--- src/rtl/mux_rr_arbiter.sv ---
// Four-requester round-robin arbiter driving a shared 4:1 mux, with a
// tenure limit per owner and a wrapping count of owner-to-owner handoffs.
module mux_rr_arbiter #(
    parameter int MAX_TENURE = 8
) (
    input  logic       clock,
    input  logic       reset,
    input  logic [3:0] req,
    input  logic [3:0] data,
    output logic [3:0] grant,
    output logic [1:0] sel,
    output logic       valid,
    output logic       y,
    output logic [7:0] handoffs
);

    typedef enum logic {
        IDLE,
        OWNED
    } state_t;

    localparam logic [7:0] TEN_LAST = 8'(MAX_TENURE - 1);

    state_t     state_q;
    logic [3:0] grant_q;
    logic [1:0] sel_q;
    logic       valid_q;
    logic [7:0] handoffs_q;
    logic [7:0] tenure_q;
    logic [1:0] ptr_q;

    logic [3:0] search_mask;
    logic [1:0] cand;
    logic [1:0] pick_d;
    logic       pick_hit;
    logic       owner_req;

    // The owner is masked out of the search, so it is never its own successor;
    // in IDLE grant_q is zero and the mask is simply req, owner-last order holds.
    always_comb begin
        search_mask = req & ~grant_q;
        owner_req   = |(req & grant_q);
        cand        = '0;
        pick_d      = ptr_q;
        pick_hit    = 1'b0;
        for (int unsigned k = 1; k <= 4; k++) begin
            cand = 2'(ptr_q + 2'(k));
            if (!pick_hit && search_mask[cand]) begin
                pick_d   = cand;
                pick_hit = 1'b1;
            end
        end
    end

    always_ff @(posedge clock) begin
        if (reset) begin
            state_q    <= IDLE;
            grant_q    <= '0;
            sel_q      <= '0;
            valid_q    <= 1'b0;
            handoffs_q <= '0;
            tenure_q   <= '0;
            ptr_q      <= 2'd3;
        end else begin
            case (state_q)
                IDLE: begin
                    if (pick_hit) begin
                        state_q  <= OWNED;
                        grant_q  <= 4'b0001 << pick_d;
                        sel_q    <= pick_d;
                        valid_q  <= 1'b1;
                        ptr_q    <= pick_d;
                        tenure_q <= '0;
                    end
                end
                OWNED: begin
                    if (owner_req && tenure_q != TEN_LAST) begin
                        tenure_q <= tenure_q + 8'd1;
                    end else if (pick_hit) begin
                        grant_q    <= 4'b0001 << pick_d;
                        sel_q      <= pick_d;
                        ptr_q      <= pick_d;
                        tenure_q   <= '0;
                        handoffs_q <= handoffs_q + 8'd1;
                    end else if (owner_req) begin
                        tenure_q <= '0;
                    end else begin
                        state_q  <= IDLE;
                        grant_q  <= '0;
                        valid_q  <= 1'b0;
                        tenure_q <= '0;
                    end
                end
            endcase
        end
    end

    assign grant    = grant_q;
    assign sel      = sel_q;
    assign valid    = valid_q;
    assign handoffs = handoffs_q;
    assign y        = valid_q & data[sel_q];

endmodule

--- config.mk ---
export PLATFORM = sky130hd
export DESIGN_NAME = mux_rr_arbiter
export DESIGN_NICKNAME = d
export VERILOG_FILES = /design/src/rtl/mux_rr_arbiter.sv
export SDC_FILE = /design/constraint.sdc
export NUM_CORES = 1
export LEC_CHECK = 0
export ABC_AREA = 1
export BUFFER_PORTS_ARGS = -buffer_cell sky130_fd_sc_hd__buf_4
export CAP_MARGIN = 20
export CORE_ASPECT_RATIO = 1.4
export CORE_MARGIN = 2
export CORE_UTILIZATION = 55
export DETAILED_ROUTE_END_ITERATION = 16
export PLACE_DENSITY_LB_ADDON = 0.3
export SLEW_MARGIN = 5
export SYNTH_ARGS = -nofsm -noshare
export SYNTH_HDL_FRONTEND = slang
export SYNTH_SLANG_ARGS = --single-unit
--- constraint.sdc ---
create_clock -name clock -period 2.1 [get_ports clock]
set_clock_uncertainty 0.1 [all_clocks]
set_input_delay 0.525 -clock clock [delete_from_list [all_inputs] [get_ports clock]]
set_output_delay 0.525 -clock clock [all_outputs]
set_load 0.01 [all_outputs]
Yosys cells after proc, flatten, opt, wreduce, memory -nomap -nowiden:

Cells that the tools add are included.
W data, S select, Z words.

* bits in registers: 26
* latch bits: 0
* bits in writable memories: 0
* ROM bits: 0
* word-level logic and storage cells: 83
* memories: 0

* $add $sub $neg: 5
* $mul: 0
* div/mod/pow operators: 0
* magnitude comparators: 5
* eq/ne operators: 6
* shifts and indexed selects: 1
* muxes and demuxes: 42
* bitwise operators: 6
* reduce and logical (&&, ||, !) cells: 11

Operators by type and width (number)
* $mux W1: 17
* $add A8 B1 Y8 const B: 2
* $mux W2: 8
* $mux W4: 4
* $mux W8: 2
* $pmux W8 S2: 1
* $lt A2 B3 Y1 const B: 5
* $bmux W1 S2: 5
* $and A4 B4 Y4: 2
* $ne A2 B2 Y1 const B: 4
* $ne A8 B3 Y1 const B: 1
* $pmux W2 S2: 2
* $pmux W4 S2: 1
* $reduce_and A3 Y1: 2
* $add A2 B2 Y2 const B: 2
* $logic_and A1 B1 Y1: 4
* $not A4 Y4: 1
* $pmux W1 S2: 2
* $reduce_and A4 Y1: 1
* $reduce_or A4 Y1: 1
* $shl A1 B2 Y4 const A: 1
* $logic_not A1 Y1: 3
* $ne A3 B3 Y1 const B: 1
* $add A2 B1 Y2 const B: 1
* 2 further kinds: 3

Depth between registers and ports, before layout:

Gate-level depths: netlist of run 1.

* depth in word-level cells: 18
* gate-level depth with buffers: 15
* gate-level depth less buffers: 13

Least setup slack after synthesis of run 1:

Ideal clock, no wire load.

* path type: input-to-reg
* start point: in req[2]
* end point: reg grant_q[2], in the netlist grant[2]
* arrival time: 1.488 ns
* setup slack: 0.380 ns
* stages on the path: 9
* path buffers: 0
* path through: nand2_1 -> nand2_1 -> o21ai_0 -> nor2_2 -> inv_1 -> nand2_2 -> nor2_2 -> nand2_1 -> a21oi_2

* word-level cells in the longest chain between the ends: 17
* elaborated cells between the ends (all ways): 35

Ends and longest elaborated chain
* from (decl): line 8 `input logic [3:0] req,`
* $and A4 B4 Y4: line 41 `search_mask = req & ~grant_q;`
* $bmux W1 S2: line 48 `if (!pick_hit && search_mask[cand]) begin`
* $mux W1 (not written as such): line 48
* $mux W1: line 48
* $logic_not A1 Y1: line 48
* $logic_and A1 B1 Y1: line 48
* $mux W1: line 48
* $logic_not A1 Y1: line 48
* $logic_and A1 B1 Y1: line 48
* $mux W1: line 48
* $logic_not A1 Y1: line 48
* $logic_and A1 B1 Y1: line 48
* $mux W2: line 48
* $shl A1 B2 Y4: line 69, 80
* $mux W4: line 79 `end else if (pick_hit) begin`
* $mux W4: line 77 `if (owner_req && tenure_q != TEN_LAST) begin`
* $pmux W4 S2: line 65 `case (state_q)`
* to (signal assigned): line 69 `grant_q <= 4'b0001 << pick_d;`
* to (signal assigned): line 80 `grant_q <= 4'b0001 << pick_d;`
* to (decl): line 25 `logic [3:0] grant_q;`

Parallel ways exist; a longest one is shown, timed or not. The select of a mux whose other input is x is not followed.
A chain may end at the register's enable or synchronous reset.

Worst setup path in the final report of run 1:

* start point: reg ptr_q[0]
* end point: reg grant_q[2], in the netlist grant[2]

* word-level cells in the longest chain between the ends: 17
* elaborated cells between the ends (all ways): 33

Ends and longest elaborated chain
* from (decl): line 30 `logic [1:0] ptr_q;`
* from (signal assigned): line 72 `ptr_q <= pick_d;`
* from (signal assigned): line 82 `ptr_q <= pick_d;`
* $add A2 B1 Y2: line 47 `cand = 2'(ptr_q + 2'(k));`
* $bmux W1 S2: line 48
* $mux W1 (not written as such): line 48
* $mux W1: line 48
* $logic_not A1 Y1: line 48
* $logic_and A1 B1 Y1: line 48
* $mux W1: line 48
* $logic_not A1 Y1: line 48
* $logic_and A1 B1 Y1: line 48
* $mux W1: line 48
* $logic_not A1 Y1: line 48
* $logic_and A1 B1 Y1: line 48
* $mux W2: line 48
* $shl A1 B2 Y4: line 69, 80
* $mux W4: line 79
* $mux W4: line 77
* $pmux W4 S2: line 65

Parallel ways exist; a longest one is shown, timed or not. The select of a mux whose other input is x is not followed.

==> flow_summary.ini, run 1 <==
[job]
drv_cap = 0

[finish]
instances_no_fill = 303
design_area_um2 = 1980
layout_commonest_cell = nand2_1
nets = 279
fin_util = 0.680
syn_to_final_growth_pct = 17.1
antenna_cells = 0
drive_gt1_frac = 0.244
mostFrequentLayoutCells = nand2_1 (66), buf_4 (28), dfxtp_1 (26), nand3_1 (25), nor2_1 (23)
nFillCells = 258

[pwr]
seq_power_share = 0.266
power.internal_mw = 1.38
p_comb_frac = 0.580
pwr-share-clk = 0.154
p_switching_mw = 1.28
p_leak_nw = 0.861
power.share.switching = 0.480
vdd.ir_drop.worst_mv = 0.927
p_per_area_nw_per_um2 = 1350

[logic_synthesis]
yosysUniqueCellTypes = 36
synthAdderAreaFrac = 0.0148
ys_seq_area_frac = 0.309
synth_edf_count = 0
synthArstFlopShare = 0
synth_top_family_by_area = simple AND/OR/NAND/NOR gates
synthFlopType = dfxtp_1
ys_ff_latch = 26
yosys.area_share.xor_xnor = 0.0208
synthMuxAreaShare = 0
synthCells = 238
synthesis.area_um2 = 1690
synth-simple-area-share = 0.458
syn_avg_cell_area_um2 = 7.09
syn-num-nets = 250
synth-compound-area-share = 0.120
yosys_warnings = 0

[routing]
drt_iter0_drc = 26
postRouteWirelength_mm = 3.59
dr.pass1.iters = 4
avgRoutedWirePerCell_um = 11.9
viasPerCell = 5.26
num_vias = 1594
ant_nets = 0
drc_errors = 0

[critical_path]
crit_path_frequent_cell = nand2_1
crit_type = flip-flop to flip-flop
worst_ep_required_time_ns = 2.21
max_stage_delay_ns = 0.55
start_kind = flip-flop
arrival_ns = 2.08
critPathCaptureType = flip-flop
cp_max_fo = 11
path_buf_inv = 1
cp_slowest_cell = dfxtp_1
crit_chain = inv_4 > nand2_1 > nand2_1 > nand3_4 > nand2_8 > nand4_4 > nand2_2 > nor2_2 > nand2_1 > a21oi_2
path_delay_family = simple AND/OR/NAND/NOR gates

[cts]
cts_tree = built
cts_inserted_buffers = 3
htree_levels = 1
cts_resized = 0
cts_buffer_depth = 2
cts_root_buf = clkbuf_8
clk_pin_slew_ns = 0.09
postCtsHoldBufs = 0
clock_sinks = 26
clk_latency_ns = 0.27
cts_setup_buffers = 0

[placement]
gp_congestion = 0.945
placed_area_um2 = 1900
io_buffers = 25
dp_hpwl_mm = 2.81
dp_cells = 299

[global_route]
grt_max_degree = 18
grt_pass1_wl_mm = 6.05
grt_pass1_vias = 1509
track_usage = 0.217
grt_remaining_overflow = 0
antenna_found_initial = 0

[hold_path]
hold_path.class = flip-flop to flip-flop

[sta]
rsz0062_at_grt = false
max_slew_margin = 0.750
worst_pin_slew_ns = 0.374
fmax_ghz = 0.509
hold_violations = 0
min_period_ns = 1.97
setup_tns_ns = 0
drv_slew = 0
period_share = 0.936
setup_viol = 0

[floorplan]
die-area_um2 = 3530
core.rowCount = 23
die_h_um = 69.5
core_um2 = 2910
initial_utilization = 0.580
ios = 26
die_w_um = 50.8

[outcome]
run_status = complete, no violations
==> flip-flops by register name, summed over array words and instances (netlist names) <==
register	count
ptr_q	2
valid	1
handoffs	8
state_q	1
grant	4
tenure_q	8
sel	2
==> metal layers <==
metal | vias up | global-route usage | wire [um]
li1 | 834 | - | -
met1 | 715 | 0.237 | 1480
met2 | 34 | 0.402 | 1900
met3 | 11 | 0.0194 | 85
met4 | 0 | 0.108 | 128
met5 | - | 0 | 0
==> per-stage QoR <==
step	hold slack [ns]	setup WS (ns)	total power, mW
global placement	0.351	0.121	2.23
finish	0.372	0.134	2.66
detailed placement	0.364	0.134	2.26
global route	0.398	0.0306	2.87
CTS	0.378	0.157	2.67
floorplan	0.339	0.380	1.93
==> cells by family (layout without fill, tap and decap cells) <==
kind of cell | Yosys count | count (layout)
buf+inv | 27 | 55
fa+ha+maj | 2 | 2
compound gates | 34 | 34
simple gates | 145 | 145
flops | 26 | 26
xor+xnor | 4 | 4
==> final timing paths <==
path         cells after the start  slack, ns           to        start
min reg2reg                      2       0.37  tenure_q[6]  tenure_q[6]
max reg2reg                     10       0.13     grant[2]     ptr_q[0]
max                             10       0.13     grant[2]     ptr_q[0]
min                              2       0.37  tenure_q[6]  tenure_q[6]
==> final cells by class <==
cell class / count / area (um2) / share of cell area
flip-flops and latches: 26 / 520 / 0.263
multi-input cells: 185 / 1040 / 0.524
well taps: 37 / 46.3 / 0.0234
clock buffers: 3 / 41.3 / 0.0209
repair buffers: 28 / 210 / 0.106
clock inverters: 1 / 30.0 / 0.0152
inverters: 23 / 91.3 / 0.0462
==> Yosys cell counts (3+ instances only) <==
cell / instances / area share
nand3_4: 3 / 0.031
o21ai_0: 8 / 0.024
inv_1: 18 / 0.040
nand2_2: 4 / 0.015
nand3_1: 25 / 0.074
nand2_4: 4 / 0.027
nor2_1: 23 / 0.051
a21oi_2: 4 / 0.021
nand4_1: 3 / 0.011
a21oi_1: 16 / 0.047
nand2_1: 66 / 0.15
nand3_2: 5 / 0.030
dfxtp_1: 26 / 0.31
xor2_1: 3 / 0.016
nor2_4: 3 / 0.020
==> power groups by stage <==
stage / logic (mW) / clock network, mW / registers, mW
final: 1.54 / 0.410 / 0.708
after global routing: 1.70 / 0.445 / 0.725
after CTS: 1.54 / 0.417 / 0.709
after detailed placement: 1.54 / 0 / 0.720
after global placement: 1.52 / 0 / 0.717
after floorplan: 1.22 / 0 / 0.707
==> worst register-to-register path: stages, from the launching register on <==
cell,delay [ns]
dfxtp_1,0.55
inv_4,0.15
nand2_1,0.10
nand2_1,0.12
nand3_4,0.13
nand2_8,0.09
nand4_4,0.14
nand2_2,0.10
nor2_2,0.17
nand2_1,0.12
a21oi_2,0.12
Power figures use the tool's default switching activity.
==> inputs of run 2 (changes only) <==
- ABC_AREA: 1 -> unset
- CORE_UTILIZATION: 55 -> 54
==> flow_summary.ini, run 2 <==
[cts]
cts_buffer_depth = 2
clock_sinks = 26
clk_pin_slew_ns = 0.14
cts_tree = built
cts_root_buf = clkbuf_4
cts_inserted_buffers = 3
clk_latency_ns = 0.33
postCtsHoldBufs = 0
htree_levels = 1

[routing]
ant_nets = 0
avgRoutedWirePerCell_um = 14.4
drc_errors = 0
num_vias = 1272
dr.pass1.iters = 4
wl_met1_mm = 1.19
met3WireLength_um = 97
postRouteWirelength_mm = 3.16
wl_met2_mm = 1.78
viasPerCell = 5.81
top_layer = met4
drt_iter0_drc = 22

[finish]
design_area_um2 = 1710
layout_commonest_cell = buf_4
antenna_cells = 0
instances_no_fill = 219
syn_to_final_growth_pct = 26.8
nets = 198
fin_util = 0.715
mostFrequentLayoutCells = buf_4 (30), dfxtp_1 (25), nor2_1 (18), a21oi_1 (11)
drive_gt1_frac = 0.286

[placement]
io_buffers = 25
dp_cells = 214
dp_hpwl_mm = 2.36
placed_area_um2 = 1590
place_ws_ns = -0.0686
gp_congestion = 0.776

[outcome]
run_status = complete, no violations

[global_route]
grt_pass1_vias = 1235
antenna_found_initial = 0
grt_remaining_overflow = 0
grt_pass1_wl_mm = 5.02
grt_max_degree = 24
track_usage = 0.227

[logic_synthesis]
yosys-top-cells-count = dfxtp_1 (26), nor2_1 (18), a21oi_1 (11), nand2_1 (8), nand3_1 (8)
synthCells = 154
ys_ff_latch = 26
synthFlopType = dfxtp_1
synth_top_cell_by_area = dfxtp_1
yosysMostFrequentCell = dfxtp_1
yosysUniqueCellTypes = 40
synthArstFlopShare = 0
ys_seq_area_frac = 0.386
synth_area_leaders = dfxtp_1 (39%), nor2_1 (5.0%), xnor2_1 (4.5%), a21oi_1 (4.1%), mux2i_1 (3.7%)
synth_top_area_share = 0.386
yosys_warnings = 0
syn-num-nets = 166
synthesis.area_um2 = 1350
synth_edf_count = 0
syn_avg_cell_area_um2 = 8.76

[critical_path]
worst_ep_required_time_ns = 1.47
arrival_ns = 1.45
cp_max_fo = 2
critPathCaptureType = primary output
start_kind = flip-flop
crit_chain = mux4_2 > and2_4 > buf_6
max_stage_delay_ns = 0.49
crit_type = flip-flop to primary output
cp_slowest_cell = mux4_2
rr_worst_depth = 6

[sta]
max_slew_margin = 0.697
rsz0062_at_grt = true
whs_ns = 0.422
fmax_ghz = 0.482
worst_pin_slew_ns = 0.452
worst_slack_ns = 0.0254
setup_tns_ns = 0
drv_slew = 0
hold_violations = 0
period_share = 0.988
setup_viol = 0
min_period_ns = 2.07

[floorplan]
core_um2 = 2390
core.rowCount = 21
die-area_um2 = 2920
die_w_um = 46.2
initial_utilization = 0.564
die_h_um = 63.1
ios = 26

[pwr]
power_mw = 1.89
p_per_area_nw_per_um2 = 1110
p_leak_nw = 0.640
vdd.ir_drop.worst_mv = 0.902

[hold_path]
whs_path_depth = 2
hold_path.class = flip-flop to flip-flop

[job]
drv_cap = 0
==> run 2: cell types whose count changed in the layout (fill, tap and decap cells not counted), moves of 6 or more <==
cell,previous run,this run
inv_1,18,4
nand2_1,66,8
nor2b_1,0,6
xnor2_1,1,7
o21ai_0,8,0
nand3_1,25,8
==> run 2: kinds of logic after synthesis <==
logic type / count (synthesis) / synth area share
compound gates: 33 / 0.170
fa+ha+maj: 2 / 0.0185
mux: 7 / 0.0622
xor+xnor: 8 / 0.0520
simple gates: 69 / 0.281
flops: 26 / 0.386
buf+inv: 9 / 0.0306
==> run 2: repair_timing <==
item | 4_1_cts | 5_1_grt
pin swaps | 1 | 0
cloned | 0 | 0
buffers inserted | 0 | 1
gates resized for setup | 2 | 10
setup endpoints to repair | 4 | 15
==> run 2: worst paths after layout <==
| check | to | slack, ns | startpoint |
|---|---|---|---|
| worst min-delay path | tenure_q[7] | 0.42 | tenure_q[7] |
| worst max register to register | tenure_q[7] | 0.08 | tenure_q[0] |
| worst min register to register | tenure_q[7] | 0.42 | tenure_q[7] |
| worst max-delay path | y | 0.03 | sel[0] |
==> run 2: worst max-delay path, delay by kind of cell (launching register included) <==
| family | cells | cell delay [ns] |
|---|---|---|
| multiplexers | 1 | 0.49 |
| flip-flops | 1 | 0.37 |
| buffers and inverters | 1 | 0.11 |
| AND/OR/NAND/NOR | 1 | 0.15 |
==> run 2: routing by layer <==
layer / track usage / up-vias
met2: 0.408 / 24
li1: - / 626
met1: 0.250 / 612
met4: 0.0893 / 0
met5: 0 / -
met3: 0.0344 / 10
==> run 2: area by class of cell <==
| type | instances | area (um2) |
|---|---|---|
| Fill cell | 192 | 681 |
| Clock buffer | 3 | 22.5 |
| Tap cell | 34 | 42.5 |
| Clock inverter | 1 | 30.0 |
| Timing Repair Buffer | 31 | 236 |
| Sequential cell | 26 | 522 |
| Inverter | 5 | 18.8 |
| Multi-Input combinational cell | 119 | 838 |
==> run 2: power by group <==
part / internal, mW / leakage (nW) / switching (mW) / total (mW)
sequential: 0.594 / 0.212 / 0.129 / 0.722
combinational: 0.409 / 0.399 / 0.413 / 0.823
clock: 0.193 / 0.0279 / 0.154 / 0.347
total: 1.20 / 0.640 / 0.696 / 1.89
==> inputs of run 3 (changes only) <==
- CELL_PAD_IN_SITES_DETAIL_PLACEMENT: unset -> 0
- CELL_PAD_IN_SITES_GLOBAL_PLACEMENT: unset -> 1
- CORE_UTILIZATION: 54 -> 40
==> flow_summary.ini, run 3 (same netlist as run 2, synthesis figures left out) <==
[critical_path]
cp_slowest_cell = mux4_2
path_delay_family = multiplexers
cp_max_fo = 3
crit_chain = mux4_2 > and2_1 > buf_4
start_kind = flip-flop
worst_ep_required_time_ns = 1.47
critPathCaptureType = primary output
path_buf_inv = 1
crit_type = flip-flop to primary output
max_stage_delay_ns = 0.48
arrival_ns = 1.42

[global_route]
grt_pass1_wl_mm = 5.33
track_usage = 0.183
grt_pass1_vias = 1263
antenna_found_initial = 0
grt_max_degree = 24
grt_remaining_overflow = 0

[cts]
cts_root_buf = clkbuf_8
postCtsHoldBufs = 0
clk_pin_slew_ns = 0.09
cts_inserted_buffers = 3
clk_latency_ns = 0.27
clock_sinks = 26
cts_tree = built
htree_levels = 1
cts_buffer_depth = 2

[sta]
worst_pin_slew_ns = 0.564
rsz0062_at_grt = false
hold_violations = 0
setup_viol = 0
period_share = 0.972
drv_slew = 0
min_period_ns = 2.04
max_slew_margin = 0.621
fmax_ghz = 0.490

[floorplan]
die_h_um = 72.7
core_um2 = 3180
initial_utilization = 0.424
core.rowCount = 24
die_w_um = 53.1
ios = 26
die-area_um2 = 3860

[hold_path]
hold_path.class = flip-flop to flip-flop

[pwr]
p_leak_nw = 0.665
p_per_area_nw_per_um2 = 1120
vdd.ir_drop.worst_mv = 0.749

[placement]
io_buffers = 25
gp_congestion = 0.770
dp_cells = 225
placed_area_um2 = 1650
dp_hpwl_mm = 2.43

[finish]
nFillCells = 334
nets = 203
multi_input_area_um2 = 798
regArea_um2 = 522
drive_gt1_frac = 0.274
layout_commonest_cell = buf_4
instances_no_fill = 229
syn_to_final_growth_pct = 28.2
design_area_um2 = 1730
mostFrequentLayoutCells = buf_4 (36), dfxtp_1 (25), nor2_1 (18), a21oi_1 (11)
antenna_cells = 0

[routing]
ant_nets = 0
dr.pass1.iters = 4
viasPerCell = 5.56
avgRoutedWirePerCell_um = 13.9
num_vias = 1274
drt_iter0_drc = 27
postRouteWirelength_mm = 3.17
drc_errors = 0

[outcome]
run_status = complete, no violations

[job]
drv_cap = 0
==> run 3: cell count changes in the layout (fill, tap and decap cells not counted), moves of 2 or more <==
| cell | delta |
|---|---|
| buf_4 | +6 |
| clkbuf_4 | -3 |
| clkbuf_8 | +3 |
| nor4_1 | +2 |
| nor4_2 | -2 |
==> run 3: power breakdown <==
part	switching, mW	internal [mW]	leakage (nW)
combinational	0.404	0.404	0.417
sequential	0.122	0.594	0.212
clock	0.160	0.255	0.0357
total	0.686	1.25	0.665
==> run 3: repair_timing <==
| item | in CTS | in global routing |
|---|---|---|
| setup buffers | 0 | 0 |
| gates resized for setup | 0 | 4 |
| setup endpoints to repair | 0 | 10 |
==> run 3: per-layer routing <==
| layer | global-route usage | wire length [um] |
|---|---|---|
| met1 | 0.206 | 1390 |
| met2 | 0.332 | 1610 |
| met3 | 0.0287 | 89 |
| met4 | 0.0769 | 74 |
| met5 | 0 | 0 |
==> run 3: layout make-up <==
class | instances | share of cell area
Sequential cell | 26 | 0.302
Timing Repair Buffer | 36 | 0.156
Tap cell | 39 | 0.0282
Multi-Input combinational cell | 119 | 0.462
Inverter | 5 | 0.0109
Clock buffer | 3 | 0.0239
Clock inverter | 1 | 0.0174
==> run 3: worst paths after layout <==
path | slack, ns | to | startpoint | depth (start not counted)
max | 0.06 | y | sel[0] | 3
min | 0.39 | tenure_q[7] | tenure_q[7] | 2
max reg2reg | 0.07 | tenure_q[7] | tenure_q[0] | 6
min reg2reg | 0.39 | tenure_q[7] | tenure_q[7] | 2
==> run 3: worst reg2reg max path, stage by stage, from the launching register on <==
cell     delay, ns
dfxtp_1       0.32
ha_1          0.25
nor4b_2       0.19
and2_2        0.22
or3_1         0.43
or3_1         0.38
o21ai_1       0.08
==> run 3: through the flow <==
stage	utilization	setup slack, ns	hold WS (ns)	total power [mW]	setup TNS (ns)
after global routing	0.543	0.00502	0.413	2.07	0
after global placement	0.517	0.000912	0.364	1.50	0
after CTS	0.539	0.00635	0.391	1.93	0
after detailed placement	0.517	-0.0571	0.380	1.51	-0.135
final	0.543	0.0598	0.394	1.94	0
after floorplan	-	0.0993	0.351	1.21	0
